==> src/rtl/pack_fifo.sv <==
// pack_fifo: narrow-to-wide sample packer feeding a show-ahead word FIFO.
// RATIO consecutive IN_W-bit samples are packed into one OUT_W word, with a
// flush path that pushes a partially filled word together with a lane-keep
// mask. Occupancy is reported on level; the FIFO head is visible on out_data.
module pack_fifo #(
    parameter int IN_W       = 8,
    parameter int RATIO      = 8,
    parameter int DEPTH      = 16,
    parameter int BYTE_ORDER = 0,
    localparam int OUT_W     = IN_W * RATIO,
    localparam int LW        = $clog2(RATIO),
    localparam int AW        = $clog2(DEPTH),
    localparam int LVW       = $clog2(DEPTH + 1)
) (
    input  logic             clk,
    input  logic             rst_n,
    input  logic             in_valid,
    output logic             in_ready,
    input  logic [IN_W-1:0]  in_data,
    input  logic             flush,
    output logic             out_valid,
    input  logic             out_ready,
    output logic [OUT_W-1:0] out_data,
    output logic [RATIO-1:0] out_keep,
    output logic [LVW-1:0]   level
);

    localparam logic [LW-1:0]  LAST_LANE = LW'(RATIO - 1);
    localparam logic [LVW-1:0] FULL_LVL  = LVW'(DEPTH);

    // Keep mask for a word holding n samples; lane placement follows BYTE_ORDER.
    function automatic logic [RATIO-1:0] keep_mask(input logic [LW-1:0] n);
        logic [RATIO-1:0] m;
        m = {RATIO{1'b0}};
        for (int i = 0; i < RATIO; i++) begin
            if (i < int'(n)) begin
                if (BYTE_ORDER == 1) begin
                    m[RATIO-1-i] = 1'b1;
                end else begin
                    m[i] = 1'b1;
                end
            end else begin
                m = m;
            end
        end
        return m;
    endfunction

    // Packer state
    logic [LW-1:0]    lane_cnt_r;
    logic [LW-1:0]    lane_cnt_s;
    logic [OUT_W-1:0] pack_r;
    logic [OUT_W-1:0] pack_s;
    logic             flush_pend_r;
    logic             flush_pend_s;

    // FIFO state
    logic [AW-1:0]    wr_ptr_r;
    logic [AW-1:0]    rd_ptr_r;
    logic [LVW-1:0]   level_r;
    logic [LVW-1:0]   level_s;
    logic             out_valid_r;
    logic             out_valid_s;
    logic             in_ready_r;
    logic             in_ready_s;
    logic [OUT_W-1:0] mem_data [DEPTH];
    logic [RATIO-1:0] mem_keep [DEPTH];

    // Datapath / control nets
    logic             full_s;
    logic             accept_s;
    logic             complete_s;
    logic             flush_push_s;
    logic             push_s;
    logic             pop_s;
    logic [LW-1:0]    lane_idx_s;
    logic [LW-1:0]    lane_after_s;
    logic [OUT_W-1:0] merged_s;
    logic [OUT_W-1:0] push_data_s;
    logic [RATIO-1:0] push_keep_s;

    // Handshake qualifiers; in_ready_r already encodes the full/flush blocking.
    always_comb begin
        full_s       = (level_r == FULL_LVL);
        accept_s     = in_valid && in_ready_r;
        complete_s   = accept_s && (lane_cnt_r == LAST_LANE);
        flush_push_s = flush_pend_r && !full_s;
        push_s       = complete_s || flush_push_s;
        pop_s        = out_valid_r && out_ready;
        if (BYTE_ORDER == 1) begin
            lane_idx_s = LAST_LANE - lane_cnt_r;
        end else begin
            lane_idx_s = lane_cnt_r;
        end
    end

    // Packer word with the incoming sample dropped into its lane.
    always_comb begin
        merged_s = pack_r;
        for (int i = 0; i < RATIO; i++) begin
            if (LW'(i) == lane_idx_s) begin
                merged_s[i*IN_W +: IN_W] = in_data;
            end else begin
                merged_s[i*IN_W +: IN_W] = pack_r[i*IN_W +: IN_W];
            end
        end
    end

    // Next packer state, push payload and flush-pending bookkeeping.
    always_comb begin
        lane_cnt_s   = lane_cnt_r;
        pack_s       = pack_r;
        flush_pend_s = flush_pend_r;
        push_data_s  = pack_r;
        push_keep_s  = keep_mask(lane_cnt_r);
        lane_after_s = lane_cnt_r;

        if (complete_s) begin
            lane_after_s = {LW{1'b0}};
            lane_cnt_s   = {LW{1'b0}};
            pack_s       = {OUT_W{1'b0}};
            push_data_s  = merged_s;
            push_keep_s  = {RATIO{1'b1}};
        end else if (accept_s) begin
            lane_after_s = lane_cnt_r + LW'(1);
            lane_cnt_s   = lane_cnt_r + LW'(1);
            pack_s       = merged_s;
        end else if (flush_push_s) begin
            lane_cnt_s   = {LW{1'b0}};
            pack_s       = {OUT_W{1'b0}};
            flush_pend_s = 1'b0;
        end else begin
            lane_cnt_s   = lane_cnt_r;
        end

        // A flush only arms if a partial word remains after this cycle's sample.
        if (!flush_pend_r && flush && (lane_after_s != {LW{1'b0}})) begin
            flush_pend_s = 1'b1;
        end else begin
            flush_pend_s = flush_pend_s;
        end
    end

    // Next occupancy and the registered handshake outputs derived from it.
    always_comb begin
        case ({push_s, pop_s})
            2'b10:   level_s = level_r + LVW'(1);
            2'b01:   level_s = level_r - LVW'(1);
            default: level_s = level_r;
        endcase
        out_valid_s = (level_s != {LVW{1'b0}});
        in_ready_s  = !flush_pend_s && !((level_s == FULL_LVL) && (lane_cnt_s == LAST_LANE));
    end

    // Packer registers.
    always_ff @(posedge clk or negedge rst_n) begin
        if (!rst_n) begin
            lane_cnt_r   <= {LW{1'b0}};
            pack_r       <= {OUT_W{1'b0}};
            flush_pend_r <= 1'b0;
        end else begin
            lane_cnt_r   <= lane_cnt_s;
            pack_r       <= pack_s;
            flush_pend_r <= flush_pend_s;
        end
    end

    // FIFO pointers, occupancy and registered status outputs.
    always_ff @(posedge clk or negedge rst_n) begin
        if (!rst_n) begin
            wr_ptr_r    <= {AW{1'b0}};
            rd_ptr_r    <= {AW{1'b0}};
            level_r     <= {LVW{1'b0}};
            out_valid_r <= 1'b0;
            in_ready_r  <= 1'b1;
        end else begin
            if (push_s) begin
                wr_ptr_r <= wr_ptr_r + AW'(1);
            end else begin
                wr_ptr_r <= wr_ptr_r;
            end
            if (pop_s) begin
                rd_ptr_r <= rd_ptr_r + AW'(1);
            end else begin
                rd_ptr_r <= rd_ptr_r;
            end
            level_r     <= level_s;
            out_valid_r <= out_valid_s;
            in_ready_r  <= in_ready_s;
        end
    end

    // FIFO storage; contents are meaningful only between push and pop.
    always_ff @(posedge clk) begin
        if (push_s) begin
            mem_data[wr_ptr_r] <= push_data_s;
            mem_keep[wr_ptr_r] <= push_keep_s;
        end
    end

    assign out_data  = mem_data[rd_ptr_r];
    assign out_keep  = mem_keep[rd_ptr_r];
    assign out_valid = out_valid_r;
    assign in_ready  = in_ready_r;
    assign level     = level_r;

endmodule
==> config.mk <==
export PLATFORM = sky130hd
export DESIGN_NAME = pack_fifo
export DESIGN_NICKNAME = d
export VERILOG_FILES = /design/src/rtl/pack_fifo.sv
export SDC_FILE = /design/constraint.sdc
export NUM_CORES = 1
export LEC_CHECK = 0
export BUFFER_PORTS_ARGS = -buffer_cell sky130_fd_sc_hd__buf_4
export CAP_MARGIN = 5
export CORE_MARGIN = 2
export CORE_UTILIZATION = 30
export DETAILED_ROUTE_END_ITERATION = 10
export PLACE_DENSITY = 0.52
export SYNTH_ARGS = -nofsm -noshare
export SYNTH_HDL_FRONTEND = slang
export SYNTH_SLANG_ARGS = --single-unit
==> constraint.sdc <==
create_clock -name clk -period 4.2 [get_ports clk]
set_input_delay 0.63 -clock clk [delete_from_list [all_inputs] [get_ports clk]]
set_output_delay 0.63 -clock clk [all_outputs]
set_load 0.02 [all_outputs]
== After elaboration in Yosys (flattened, before gate mapping) ==
Memories as Yosys holds them, arrays and structs flattened.
Index checks and enable logic that the tools add are counted.

* Add/subtract/negate cells: 5
* Multiply operators: 0
* Divide/modulo/power cells: 0
* Magnitude comparators: 7
* Equal/unequal tests: 13
* Shift operators: 0
* Mux-type cells: 32
* Bitwise operators: 0
* Reductions and logical operators: 17

{| class="wikitable"
|+ Operators by type and width
! kind !! count
|-
| $mux 64 || 4
|-
| $mux 8 || 9
|-
| $mux 3 || 5
|-
| $mux 1 || 13
|-
| $eq 3x3->1 const A || 4
|-
| $eq 5x5->1 const B || 2
|-
| $pmux 5 s2 || 1
|-
| $lt 3x3->1 const A || 3
|-
| $add 4x1->4 const B || 2
|-
| $logic_and 1x1->1 || 8
|-
| $eq 2x3->1 const A || 2
|-
| $eq 3x3->1 const B || 2
|-
| $lt 1x3->1 const A || 2
|-
| $lt 2x3->1 const A || 2
|-
| $reduce_bool 3->1 || 2
|-
| $add 5x1->5 const B || 1
|-
| $reduce_bool 5->1 || 1
|-
| $sub 5x1->5 const B || 1
|-
| $logic_not 1->1 || 4
|-
| $add 3x1->3 const B || 1
|-
| $eq 1x3->1 const A || 1
|-
| $logic_not 3->1 || 1
|-
| $eq 2x1->1 const B || 1
|-
| $eq 2x2->1 const B || 1
|-
| $logic_or 1x1->1 || 1
|}

* Flip-flop bits (word level): 83
* Bits in latches: 0
* Memory bits (writable): 1152
* Memory bits (read-only): 0
* Logic and storage cells: 84
* Memories: 2

{| class="wikitable"
|+ Memory list
! name !! words !! bits a word !! read ports !! clocked after Yosys merged registers in !! write ports !! RTL line !! RTL
|-
| mem_data || 16 || 64 || 1 || 0 || 1 || 66 || <nowiki>logic [OUT_W-1:0] mem_data [DEPTH];</nowiki>
|-
| mem_keep || 16 || 8 || 1 || 0 || 1 || 67 || <nowiki>logic [RATIO-1:0] mem_keep [DEPTH];</nowiki>
|}

== Depth between registers and ports, before layout ==
Gate-level depths: netlist of run 1.

* Word-level depth: 10
* Depth in mapped cells: 14
* Mapped depth without buffers: 13

== Worst setup path before layout of run 1 ==
Ideal clock, no wire load.

* Path kind: input port to flip-flop
* Start: input port in_valid
* End: memory mem_data[10][0] (netlist bit) (enable)
* Data arrival time: 3219 ps
* Data required time: 3762 ps
* Setup slack: 543 ps
* Stages: 7
* Cell sequence: and2_1 buf_2 nand2_1 nand2_1 inv_2 nor3b_1 and2_1

* Cells in the longest elaborated chain, start to end: 5

{| class="wikitable"
|+ RTL lines
! what !! RTL line !! RTL
|-
| start, declared || 17 || <nowiki>input logic in_valid,</nowiki>
|-
| $logic_and 1x1->1 || 85 || <nowiki>accept_s = in_valid && in_ready_r;</nowiki>
|-
| $logic_and 1x1->1 || 86 || <nowiki>complete_s = accept_s && (lane_cnt_r == LAST_LANE);</nowiki>
|-
| $logic_or 1x1->1 || 88 || <nowiki>push_s = complete_s || flush_push_s;</nowiki>
|-
| $mux 1 || 195 || <nowiki>if (push_s) begin</nowiki>
|-
| $mux 1 (implied by the code) || 196 || <nowiki>mem_data[wr_ptr_r] <= push_data_s;</nowiki>
|-
| end, declared || 66 ||
|}

Every way passes these cells.

== Worst setup path after layout of run 1 ==
* Start: register rd_ptr_r[2]
* End: output port out_data[8]

* Cells in the longest elaborated chain, start to end: 1

{| class="wikitable"
|+ RTL lines
! what !! RTL line !! RTL
|-
| start, declared || 59 || <nowiki>logic [AW-1:0] rd_ptr_r;</nowiki>
|-
| start signal, assigned || 172 || <nowiki>rd_ptr_r <= {AW{1'b0}};</nowiki>
|-
| start signal, assigned || 183 || <nowiki>rd_ptr_r <= rd_ptr_r + AW'(1);</nowiki>
|-
| start signal, assigned || 185 || <nowiki>rd_ptr_r <= rd_ptr_r;</nowiki>
|-
| $mem_v2 16x64 || n/a ||
|-
| end, declared || 23 || <nowiki>output logic [OUT_W-1:0] out_data,</nowiki>
|}

Every way passes these cells.

==> reports/summary.txt, run 1 <==
===============================================================================
Clock network fraction of total power                                     26.2%
R2R cell count                                                               11
Post-synthesis cell type count                                               47
IO Pins                                                                      92
Placed wire-length estimate                                            68200 µm
Net switching power figure                                             0.0140 W
Buffer depth of the longest clock path                                        3
Hold buffer count at CTS                                                      1
Total DRC errors in the routed layout                                         0
Total of cells resized after clock tree synthesis                             0
Critical Path Fanout Max                                                     70
Proportion of synthesized chip area in sequential cells                   75.3%
Hold violation total from the final report                                    0
Sum of overflow across all layers after global routing                        0
Run status                                                            completed
Final Wtd Congestion                                                      0.713
Leading cell types by total area after synthesis                   sky130_fd_sc_hd__edfxtp_1 (71%), sky130_fd_sc_hd__mux4_2 (6.7%), sky130_fd_sc_hd__mux2i_1 (4.5%)
DR WL/cell                                                              25.2 µm
Fraction of power spent switching nets                                    34.5%
Std cell rows                                                               147
Total negative setup slack                                                 0 ns
Unrepaired setup endpoints after global routing                              no
Layout Skew                                                           0.0379 ns
Worst reg2reg endpoint                                                out_valid
Initial core utilization                                                  30.3%
Fraction of layout instances using a drive strength above 1               25.1%
CTS tree                                                                   done
Antenna diode count                                                           0
Critical path startpoint                                            rd_ptr_r[2]
Reg-to-reg slack, setup                                                 0.84 ns
PortBufs                                                                     91
Setup violation total in the final timing report                              0
Time the worst path needs with I/O delays and setup                     3.98 ns
First-pass DRT Iterations                                                     7
Total Power Consumption                                                0.0405 W
Average via count per standard cell                                        4.92
MaxCap Viol Count                                                             0
Clock transition at the registers of the reported paths                 0.06 ns
Hold WC Path Type                                                  primary input to flip-flop
Netlist Area Pre-Place                                                48700 µm²
Setup CP Type                                                      flip-flop to output port
Max-slew violation count                                                      0
Vias in the first global route                                            24.9k
Leading area contributor after synthesis                           sky130_fd_sc_hd__edfxtp_1
Total via count after detailed routing                                    24.4k
Peak Freq                                                               251 MHz
Source of the worst register-to-register timing path                   level[0]
Combinational cell fraction of total power                                34.2%
Wire length of the first global-routing pass                          180000 µm
Main flop type after synthesis                                     sky130_fd_sc_hd__edfxtp_1
Mean instance size in the synthesized netlist                          19.2 µm²
Worst-margin pin slew                                                   1.10 ns
Internal portion of total power                                        0.0265 W
Synthesized instance count                                                 2539
Crit path capture type                                              output port
Static leakage                                                          18.8 nW
Number of nets in the synthesized netlist                                  2564
Area enclosed by the die boundary                                    166000 µm²
Clock tree root driver cell                                        sky130_fd_sc_hd__clkbuf_16
Flop and latch count out of synthesis                                      1235
Number of nets in the layout                                               2719
Antenna violations before repair                                              9
Number of DRC markers after the initial detailed-route iteration           2071
Fraction of registers with async set/reset                                6.72%
Total number of clock tree sinks                                           1235
Share of the clock period used by the worst path after layout             94.8%
Data required time at the worst endpoint                                3.57 ns
Area fraction of the dominant cell type after synthesis                   71.0%
Placeable Area                                                       161000 µm²
Relative slew slack                                                       26.6%
Total number of H-tree levels                                                 3
Peak ir drop on the vdd network                                          374 µV
Most instantiated cells after synthesis                            sky130_fd_sc_hd__edfxtp_1 (1152), sky130_fd_sc_hd__mux2i_1 (217), sky130_fd_sc_hd__mux4_2 (144)
Clock insertion delay at the later pin of the skew report               0.74 ns
Pin count of the biggest net entering global routing                         98
Count of synthesis-stage warnings from yosys                                  0
Die Span X                                                               407 µm
Clock buffer count from CTS                                                 121
Crit path DAT                                                           3.35 ns
Number of antenna-violating nets in the routed design                         0
End point of the critical path                                      out_data[8]
Post-CTS setup buffers                                                        0
All-Layer GR Usage                                                        15.0%
Sequential share of power                                                 39.6%
Number of flops mapped to enable cells by yosys                            1152
Floorplan die height                                                     407 µm
Synthesis-to-layout area growth                                           15.9%
Total power divided by cell area                                     717 nW/µm²
Dominant cell by count in the synthesized netlist                  sky130_fd_sc_hd__edfxtp_1
Detailed-route wire length                                            125000 µm
CP startpoint kind                                                    flip-flop
===============================================================================
[worst min-delay path by stage]
stage,startpoint,end,depth (start not counted)
3_5_place_dp,pack_r[63],pack_r[63],1
6_report,flush,flush_pend_r,3
2_1_floorplan,rst_n,flush_pend_r,0
5_1_grt,flush,flush_pend_r,3
4_1_cts,flush,flush_pend_r,3
3_3_place_gp,pack_r[62],pack_r[62],1
[flip-flops by register name, indices dropped and copies added (netlist names)]
register,cells
flush_pend_r,1
in_ready,1
lane_cnt_r,3
level,5
mem_data,1024
mem_keep,128
out_valid,1
pack_r,64
rd_ptr_r,4
wr_ptr_r,4
[power groups by stage]
stage | sequential [W] | clock (W) | combinational [W]
6_report | 0.0160 | 0.0106 | 0.0139
5_1_grt | 0.0162 | 0.0113 | 0.0150
4_1_cts | 0.0160 | 0.0109 | 0.0142
3_5_place_dp | 0.0163 | 0 | 0.0142
3_3_place_gp | 0.0163 | 0 | 0.0142
2_1_floorplan | 0.0160 | 0 | 0.00896
[cells by family after synthesis]
group / count (synthesis) / share of synthesized area, %
compound gates: 443 / 6.51
xor+xnor: 13 / 0.234
fa+ha+maj: 12 / 0.308
buf+inv: 152 / 1.70
flops: 1235 / 75.3
mux: 491 / 14.1
simple gates: 193 / 1.86
[stage by stage]
| step | worst slack (ns) | std cells | hold slack (ns) | util (%) | area (µm²) |
|---|---|---|---|---|---|
| CTS | 0.152 | 4961 | 0.179 | 35.1 | 56500 |
| detailed placement | 0.785 | 4730 | 0.471 | 32.7 | 52500 |
| global placement | 0.760 | 4730 | 0.468 | 32.7 | 52500 |
| floorplan | 0.543 | 2539 | 0.334 | - | 48700 |
| global route | 0.0685 | 4961 | 0.242 | 35.1 | 56500 |
| finish | 0.216 | 4961 | 0.250 | 35.1 | 56500 |
[critical path: stages, from the launching register on]
cell	delay, ns
sky130_fd_sc_hd__dfrtp_4	0.70
sky130_fd_sc_hd__nor2b_4	0.58
sky130_fd_sc_hd__buf_12	0.49
sky130_fd_sc_hd__a221oi_1	0.23
sky130_fd_sc_hd__o21ai_0	0.20
sky130_fd_sc_hd__nand2_1	0.19
sky130_fd_sc_hd__buf_4	0.21
[placed cells by master (no fill, tap or decap), types with 4 or more instances in the layout]
cell                         count
sky130_fd_sc_hd__edfxtp_1     1152
sky130_fd_sc_hd__mux2i_1       217
sky130_fd_sc_hd__mux4_2        144
sky130_fd_sc_hd__o21ai_0       142
sky130_fd_sc_hd__mux2_2        130
sky130_fd_sc_hd__buf_4         127
sky130_fd_sc_hd__clkbuf_16     122
sky130_fd_sc_hd__nand2_1       117
sky130_fd_sc_hd__a21oi_1        79
sky130_fd_sc_hd__dfrtp_1        78
sky130_fd_sc_hd__a22oi_1        74
sky130_fd_sc_hd__a22o_1         56
sky130_fd_sc_hd__buf_12         44
sky130_fd_sc_hd__a221oi_1       36
sky130_fd_sc_hd__a221oi_2       36
sky130_fd_sc_hd__clkbuf_1       33
sky130_fd_sc_hd__clkinv_2       24
sky130_fd_sc_hd__clkinv_1       16
sky130_fd_sc_hd__clkbuf_8       14
sky130_fd_sc_hd__and2_4         13
sky130_fd_sc_hd__nor2_1         13
sky130_fd_sc_hd__ha_1           12
sky130_fd_sc_hd__inv_1          10
sky130_fd_sc_hd__and2_1         10
sky130_fd_sc_hd__xnor2_1        10
sky130_fd_sc_hd__o21ai_1         8
sky130_fd_sc_hd__nand2b_1        8
sky130_fd_sc_hd__nor2_2          5
sky130_fd_sc_hd__bufinv_16       5
sky130_fd_sc_hd__nand3_1         4
sky130_fd_sc_hd__and4_4          4
sky130_fd_sc_hd__nor3b_1         4
sky130_fd_sc_hd__o21ai_2         4
sky130_fd_sc_hd__clkinvlp_4      4
sky130_fd_sc_hd__inv_6           4
sky130_fd_sc_hd__dfrtp_4         4
[area by class of cell]
cell class,count,area (µm²)
flip-flops and latches,1235,36700
repair buffers,172,1840
well taps,2160,2700
clock inverters,61,523
multi-input cells,1152,11300
fillers,15025,104000
inverters,12,45.0
clock buffers,169,3370
[per-layer routing]
metal	global-route usage [%]	routed length (µm)	up-vias
met3	2.77	7150	152
met4	4.01	2340	10
li1	-	-	10691
met1	20.8	55700	12969
met5	0	60	-
met2	24.3	59800	590
Power figures use the tool's default switching activity.
==> run 2, diff against run 1 <==
clock period = 4.1 ns   (was 4.2 ns; I/O delays follow)
==> run 2 against run 1 <==
Sequential power about the same. Count of clock-buffer cells in the layout down 3. Highest routed layer unchanged. Worst hold slack worse by 0.015 ns. Clock power up 8%. Largest cell class unchanged. Critical path depth up 1.
==> reports/summary.txt, run 2 (synthesis results as in run 1) <==
==================================================================================
Combinational cell fraction of total power                                   34.1%   was 34.2%
Critical Path Fanout Max                                                        78   was 70
Critical-path cell with the highest stage delay                       sky130_fd_sc_hd__buf_12   was sky130_fd_sc_hd__dfrtp_4
Floorplan die height                                                        407 µm   unchanged
Fraction of layout instances using a drive strength above 1                  25.1%   about the same
Number of antenna-violating nets in the routed design                            0   unchanged
Total via count after detailed routing                                       24.5k   was 24.4k
Hold violation total from the final report                                       0   unchanged
Buffer depth of the longest clock path                                           3   unchanged
Sequential share of power                                                    38.8%   was 39.6%
Run status                                                               completed   unchanged
Antenna violations before repair                                                 6   was 9
Total number of clock tree sinks                                              1235   unchanged
Fraction of power spent switching nets                                       33.9%   was 34.5%
Time the worst path needs with I/O delays and setup                        3.93 ns
DR WL/cell                                                                 25.5 µm   was 25.2 µm
Critical path buffer and inverter count                                          3   was 2
Final Wtd Congestion                                                         0.736   was 0.713
Clock network fraction of total power                                        27.2%   was 26.2%
Critical Path Max Stage Delay                                              0.47 ns   was 0.70 ns
Placed cell areas                                                        52600 µm²   was 52500 µm²
Hold WC Path Type                                                     primary input to flip-flop   unchanged
Net switching power figure                                                0.0143 W   was 0.0140 W
MaxCap Viol Count                                                                0   unchanged
Largest registers ranked by flip-flop count                           mem_data: 1024 flops, mem_keep: 128 flops, pack_r: 64 flops   unchanged
Unrepaired setup endpoints after global routing                                 no   unchanged
Pin count of the biggest net entering global routing                            79   was 98
Crit path capture type                                                 output port   unchanged
Most common cell after layout, fill and taps aside                    sky130_fd_sc_hd__edfxtp_1   unchanged
Family of cells with the greatest summed delay on the critical path   buffers and inverters   was simple AND/OR/NAND/NOR gates
All-Layer GR Usage                                                           15.3%   was 15.0%
Peak ir drop on the vdd network                                             685 µV   was 374 µV
Static leakage                                                             19.0 nW   was 18.8 nW
Source of the worst register-to-register timing path                      level[0]   unchanged
Layout Skew                                                              0.0239 ns   was 0.0379 ns
Average via count per standard cell                                           4.93   was 4.92
Register with the most flip-flops                                         mem_data   unchanged
Worst Hold Depth                                                                 3   unchanged
Clock insertion delay at the later pin of the skew report                  0.77 ns   was 0.74 ns
First-pass DRT Iterations                                                        5   was 7
Clock buffer count from CTS                                                    130   was 121
Worst reg2reg endpoint                                                   out_valid   unchanged
Setup CP Type                                                         flip-flop to output port   unchanged
Total number of H-tree levels                                                    4   was 3
Setup violation total in the final timing report                                 0   unchanged
Peak Freq                                                                  255 MHz
Max-slew violation count                                                         0   unchanged
CP startpoint kind                                                       flip-flop   unchanged
Die Span X                                                                  407 µm   unchanged
Reg-to-reg slack, setup                                                    0.74 ns   was 0.84 ns
Placeable Area                                                          161000 µm²   unchanged
Most frequent cells in the layout                                     sky130_fd_sc_hd__edfxtp_1 (1152), sky130_fd_sc_hd__mux2i_1 (217), sky130_fd_sc_hd__mux4_2 (144)   unchanged
Area enclosed by the die boundary                                       166000 µm²   unchanged
Std cell rows                                                                  147   unchanged
Startpoint of the lowest-slack hold path                                     flush   unchanged
IO Pins                                                                         92   unchanged
Antenna diode count                                                              0   unchanged
Cells traversed along the worst timing path                           buf_6 > nor2b_4 > buf_12 > a221oi_1 > o21ai_0 > nand2_1 > buf_4   was nor2b_4 > buf_12 > a221oi_1 > o21ai_0 > nand2_1 > buf_4
Worst-margin pin slew                                                     0.946 ns   was 1.10 ns
Final cell area excluding filler cells                                   56700 µm²   was 56500 µm²
Data required time at the worst endpoint                                   3.48 ns   was 3.57 ns
R2R cell count                                                                  11   unchanged
Internal portion of total power                                           0.0278 W   was 0.0265 W
Clock transition at the registers of the reported paths                    0.06 ns   about the same
Number of nets in the layout                                                  2736   was 2719
Total DRC errors in the routed layout                                            0   unchanged
Number of DRC markers after the initial detailed-route iteration              2015   was 2071
Number of flip-flops under the largest register name                          1024   unchanged
Clock tree root driver cell                                           sky130_fd_sc_hd__clkbuf_16   unchanged
PortBufs                                                                        91   unchanged
Share of the clock period used by the worst path after layout                95.8%
Crit path DAT                                                              3.31 ns   was 3.35 ns
Endpoint with the worst hold slack                                    flush_pend_r   unchanged
Wire length of the first global-routing pass                             181000 µm   was 180000 µm
Total power divided by cell area                                        743 nW/µm²   was 717 nW/µm²
Detailed-route wire length                                               127000 µm   was 125000 µm
Sum of overflow across all layers after global routing                           0   unchanged
CTS tree                                                                      done   unchanged
Total negative setup slack                                                    0 ns   unchanged
Placed wire-length estimate                                               67600 µm   was 68200 µm
Vias in the first global route                                               25.0k   was 24.9k
Relative slew slack                                                          36.9%   was 26.6%
Worst hold slack                                                          0.235 ns   was 0.250 ns
Synthesis-to-layout area growth                                              16.5%   was 15.9%
Initial core utilization                                                     30.3%   unchanged
==================================================================================
==> run 2: cell count changes in the layout (fill, tap and decap cells not counted), moves of 5 or more <==
cell / before / now
sky130_fd_sc_hd__clkbuf_8: 14 / 3
sky130_fd_sc_hd__buf_4: 127 / 132
sky130_fd_sc_hd__clkbuf_1: 33 / 26
sky130_fd_sc_hd__clkbuf_16: 122 / 137
sky130_fd_sc_hd__clkinv_1: 16 / 27
sky130_fd_sc_hd__clkinv_2: 24 / 15
==> run 2: how the worst max path moves through the flow <==
stage	startpoint	end	cells after the start
global route	rd_ptr_r[2]	out_data[56]	7
CTS	rd_ptr_r[2]	out_data[56]	7
floorplan	in_valid	mem_data[10][0]	7
detailed placement	in_valid	out_valid	12
finish	rd_ptr_r[2]	out_data[56]	7
global placement	in_valid	out_valid	12
==> run 2: per-layer routing <==
layer	share of wire, %	up-vias	global-route usage (%)	routed length [µm]
li1	-	10709	-	-
met1	45	13047	20.7	56500
met2	49	546	25.1	61400
met3	5.0	162	3.11	6340
met4	1.8	10	3.63	2250
met5	0.039	-	0	50
==> run 2: area by class of cell <==
class                      count  area (µm²)
clock inverter                60         523
clock buffer                 166        3570
sequential                  1235       36700
multi-input combinational   1152       11300
timing repair buffer         180        1940
tap                         2160        2700
inverter                      12        45.0
fill                       14972      104000
==> run 2: tightest hold or removal path, cell delays in order <==
cell,delay (ns)
sky130_fd_sc_hd__buf_4,0.14
sky130_fd_sc_hd__a21oi_1,0.12
sky130_fd_sc_hd__a21oi_1,0.07
==> run 2: power by group through the flow <==
| stage | combinational, W | clock [W] | sequential, W |
|---|---|---|---|
| global route | 0.0155 | 0.0122 | 0.0164 |
| global placement | 0.0146 | 0 | 0.0166 |
| detailed placement | 0.0146 | 0 | 0.0166 |
| CTS | 0.0147 | 0.0117 | 0.0164 |
| finish | 0.0143 | 0.0115 | 0.0163 |
| floorplan | 0.00918 | 0 | 0.0164 |
==> run 2: metrics by stage <==
step                      worst slack (ns)  power [W]  util [%]  instances
after floorplan                      0.458     0.0255         -       2539
after global placement               0.715     0.0312      32.7       4737
after detailed placement             0.729     0.0312      32.7       4737
after CTS                            0.153     0.0428      35.2       4964
after global routing                0.0424     0.0442      35.3       4965
final                                0.171     0.0421      35.3       4965
==> run 2: repair_timing <==
item	CTS	global route
gates resized for setup	1	0
hold endpoints to repair	31	0
setup buffers	0	1
setup endpoints to repair	1	2
hold buffers	1	0
==> run 3, diff against run 2 <==
PLACE_DENSITY = 0.54   (was 0.52)
clock period = 3.2 ns   (was 4.1 ns; I/O delays follow)
==> run 3 against run 2 <==
The run now ends with setup timing left. Non-clock buffer count rose by 112. Sequential share of layout area is 3.7 points lower. Via count increased by 4.0%. Global-route usage is 0.57 points higher. Register-to-register slack lost 0.48 ns. Cell count up 2.6%. Sequential power increased by 28%. Worst hold slack worse by 0.16 ns. First-iteration DRC count increased by 23%. Largest power group is now combinational logic.
==> reports/summary.txt, run 3 (synthesis results as in run 1) <==
===============================================================================
DR WL met2                                                             63900 µm   was 61400 µm
Post-route insts no fill                                                   5096   was 4965
Pin count of the biggest net entering global routing                         73   was 79
PortBufs                                                                     91   unchanged
Static leakage                                                          20.3 nW   was 19.0 nW
First-pass DRT Iterations                                                     5   unchanged
Worst Hold Depth                                                              3   unchanged
Total power divided by cell area                                     998 nW/µm²   was 743 nW/µm²
Placeable Area                                                       161000 µm²   unchanged
All-Layer GR Usage                                                        15.8%   was 15.3%
Average via count per standard cell                                        4.99   was 4.93
Placed wire-length estimate                                            68500 µm   was 67600 µm
Largest registers ranked by flip-flop count                        mem_data: 1024 flops, mem_keep: 128 flops, pack_r: 64 flops   unchanged
Number of flip-flops under the largest register name                       1024   unchanged
Relative slew slack                                                       21.0%   was 36.9%
Sum of overflow across all layers after global routing                        0   unchanged
Initial core utilization                                                  30.3%   unchanged
CP startpoint kind                                                    flip-flop   unchanged
Total via count after detailed routing                                    25.5k   was 24.5k
Clock tree root driver cell                                        sky130_fd_sc_hd__clkbuf_16   unchanged
Setup CP Type                                                      flip-flop to output port   unchanged
Register with the most flip-flops                                      mem_data   unchanged
Setup violation total in the final timing report                             70   was 0
Number of DRC markers after the initial detailed-route iteration           2477   was 2015
Crit path DAT                                                           2.92 ns   was 3.31 ns
Unrepaired setup endpoints after global routing                             yes   was no
MaxCap Viol Count                                                             0   unchanged
Antenna violations before repair                                              2   was 6
Hold WC Path Type                                                  primary input to flip-flop   unchanged
Most frequent cells in the layout                                  sky130_fd_sc_hd__edfxtp_1 (1152), sky130_fd_sc_hd__mux2i_1 (202), sky130_fd_sc_hd__clkbuf_16 (152)   was sky130_fd_sc_hd__edfxtp_1 (1152), sky130_fd_sc_hd__mux2i_1 (217), sky130_fd_sc_hd__mux4_2 (144)
Wire length of the first global-routing pass                          187000 µm   was 181000 µm
Run status                                                         complete, but fails checks   was completed
Clock transition at the registers of the reported paths                 0.06 ns   about the same
Met1 Wirelength                                                        59100 µm   was 56500 µm
Layout Skew                                                           0.0264 ns   was 0.0239 ns
Floorplan die height                                                     407 µm   unchanged
Violated checks                                                    setup timing
Buffer depth of the longest clock path                                        3   unchanged
Peak ir drop on the vdd network                                          629 µV   was 685 µV
Total number of clock tree sinks                                           1235   unchanged
Time the worst path needs with I/O delays and setup                     3.40 ns
Antenna diode count                                                           0   unchanged
Setup ws final                                                        -0.200 ns   was 0.171 ns
Highest layer used for signal routing                                      met5   unchanged
Placed Cells                                                               4755   was 4737
Data required time at the worst endpoint                                2.72 ns   was 3.48 ns
Fraction of layout instances using a drive strength above 1               35.5%   was 25.1%
Number of nets in the layout                                               2852   was 2736
Share of the clock period used by the worst path after layout              106%
Crit path capture type                                              output port   unchanged
Minimum setup slack after placement                                    0.297 ns   was 0.729 ns
IO Pins                                                                      92   unchanged
Total negative setup slack                                             -6.42 ns   was 0 ns
Total DRC errors in the routed layout                                         0   unchanged
Most common cell after layout, fill and taps aside                 sky130_fd_sc_hd__edfxtp_1   unchanged
Worst hold slack                                                      0.0776 ns   was 0.235 ns
Total Power Consumption                                                0.0601 W   was 0.0421 W
Worst-margin pin slew                                                   1.18 ns   was 0.946 ns
Std cell rows                                                               147   unchanged
R2R cell count                                                               12   was 11
Max-slew violation count                                                      0   unchanged
Die Span X                                                               407 µm   unchanged
Number of antenna-violating nets in the routed design                         0   unchanged
Total number of H-tree levels                                                 4   unchanged
Amount of wire on met3 after detailed routing                           8090 µm   was 6340 µm
DR WL/cell                                                              26.2 µm   was 25.5 µm
Critical Path Fanout Max                                                      7   was 78
Synthesis-to-layout area growth                                           23.6%   was 16.5%
Clock insertion delay at the later pin of the skew report               0.76 ns   was 0.77 ns
Area enclosed by the die boundary                                    166000 µm²   unchanged
Clock buffer count from CTS                                                 134   was 130
Vias in the first global route                                            25.5k   was 25.0k
Hold violation total from the final report                                    0   unchanged
Final Wtd Congestion                                                      0.756   was 0.736
Peak Freq                                                               294 MHz
CTS tree                                                                   done   unchanged
Detailed-route wire length                                            134000 µm   was 127000 µm
===============================================================================
run 3: changes by cell type in the layout (fill, tap and decap cells not counted), moves of 26 or more:
| cell | previous run | this run |
|---|---|---|
| sky130_fd_sc_hd__o21ai_1 | 8 | 86 |
| sky130_fd_sc_hd__nand2_1 | 117 | 68 |
| sky130_fd_sc_hd__nand2_2 | 1 | 50 |
| sky130_fd_sc_hd__a22oi_2 | 0 | 55 |
| sky130_fd_sc_hd__a22oi_1 | 74 | 19 |
| sky130_fd_sc_hd__o21ai_2 | 4 | 36 |
| sky130_fd_sc_hd__buf_4 | 132 | 83 |
| sky130_fd_sc_hd__a221oi_1 | 36 | 3 |
| sky130_fd_sc_hd__a221oi_2 | 36 | 66 |
| sky130_fd_sc_hd__buf_6 | 1 | 84 |
| sky130_fd_sc_hd__o21ai_0 | 142 | 32 |
| sky130_fd_sc_hd__buf_12 | 45 | 71 |
| sky130_fd_sc_hd__buf_16 | 1 | 30 |
run 3: where the power goes:
part	internal, W	switching (W)	leakage (nW)
Clock	0.00855	0.00630	2.06
Combinational	0.0106	0.0139	6.71
Sequential	0.0202	0.000601	11.5
run 3: layout make-up:
cell class / instances / area, µm²
Clock buffer: 192 / 3810
Clock inverter: 53 / 407
Fill cell: 14665 / 101000
Inverter: 12 / 45.0
Multi-Input combinational cell: 1152 / 12300
Sequential cell: 1235 / 36700
Tap cell: 2160 / 2700
Timing Repair Buffer: 292 / 4320
run 3: what timing repair did:
item                       in CTS  in global routing
hold buffers                    1                  0
setup buffers                  24                 39
pin swaps                      95                119
hold endpoints to repair       47                  0
gates resized for setup       259                230
gates cloned                   31                 14
setup endpoints to repair      72                 72
run 3: worst paths after layout:
path	end	slack, ns	startpoint
setup reg to reg	out_valid	0.26	level[3]
hold reg to reg	pack_r[62]	0.49	pack_r[62]
hold / removal	rd_ptr_r[0]	0.08	out_ready
min in group asynchronous	pack_r[8]	0.42	rst_n
setup / recovery	out_keep[7]	-0.20	rd_ptr_r[0]
max in group asynchronous	pack_r[47]	1.98	rst_n
run 3: worst max-delay path: stages, from the launching register on:
cell and delay (ns):
sky130_fd_sc_hd__dfrtp_4 0.59, sky130_fd_sc_hd__buf_12 0.17, sky130_fd_sc_hd__buf_12 0.14, sky130_fd_sc_hd__buf_6 0.12, sky130_fd_sc_hd__buf_12 0.13, sky130_fd_sc_hd__buf_6 0.11, sky130_fd_sc_hd__mux4_2 0.42, sky130_fd_sc_hd__a22oi_2 0.18
sky130_fd_sc_hd__nand2_2 0.13, sky130_fd_sc_hd__buf_6 0.16
run 3: stage by stage:
| stage | util (%) | cell area [µm²] |
|---|---|---|
| after CTS | 36.7 | 59000 |
| after detailed placement | 32.9 | 53000 |
| after global placement | 32.9 | 53000 |
| after global routing | 37.4 | 60200 |
| after floorplan | - | 48700 |
| final | 37.4 | 60200 |
run 3: metal layers:
metal / track usage [%] / up-vias
li1: - / 11012
met1: 22.2 / 13515
met2: 25.3 / 749
met3: 3.03 / 174
met4: 4.06 / 4
met5: 0 / -
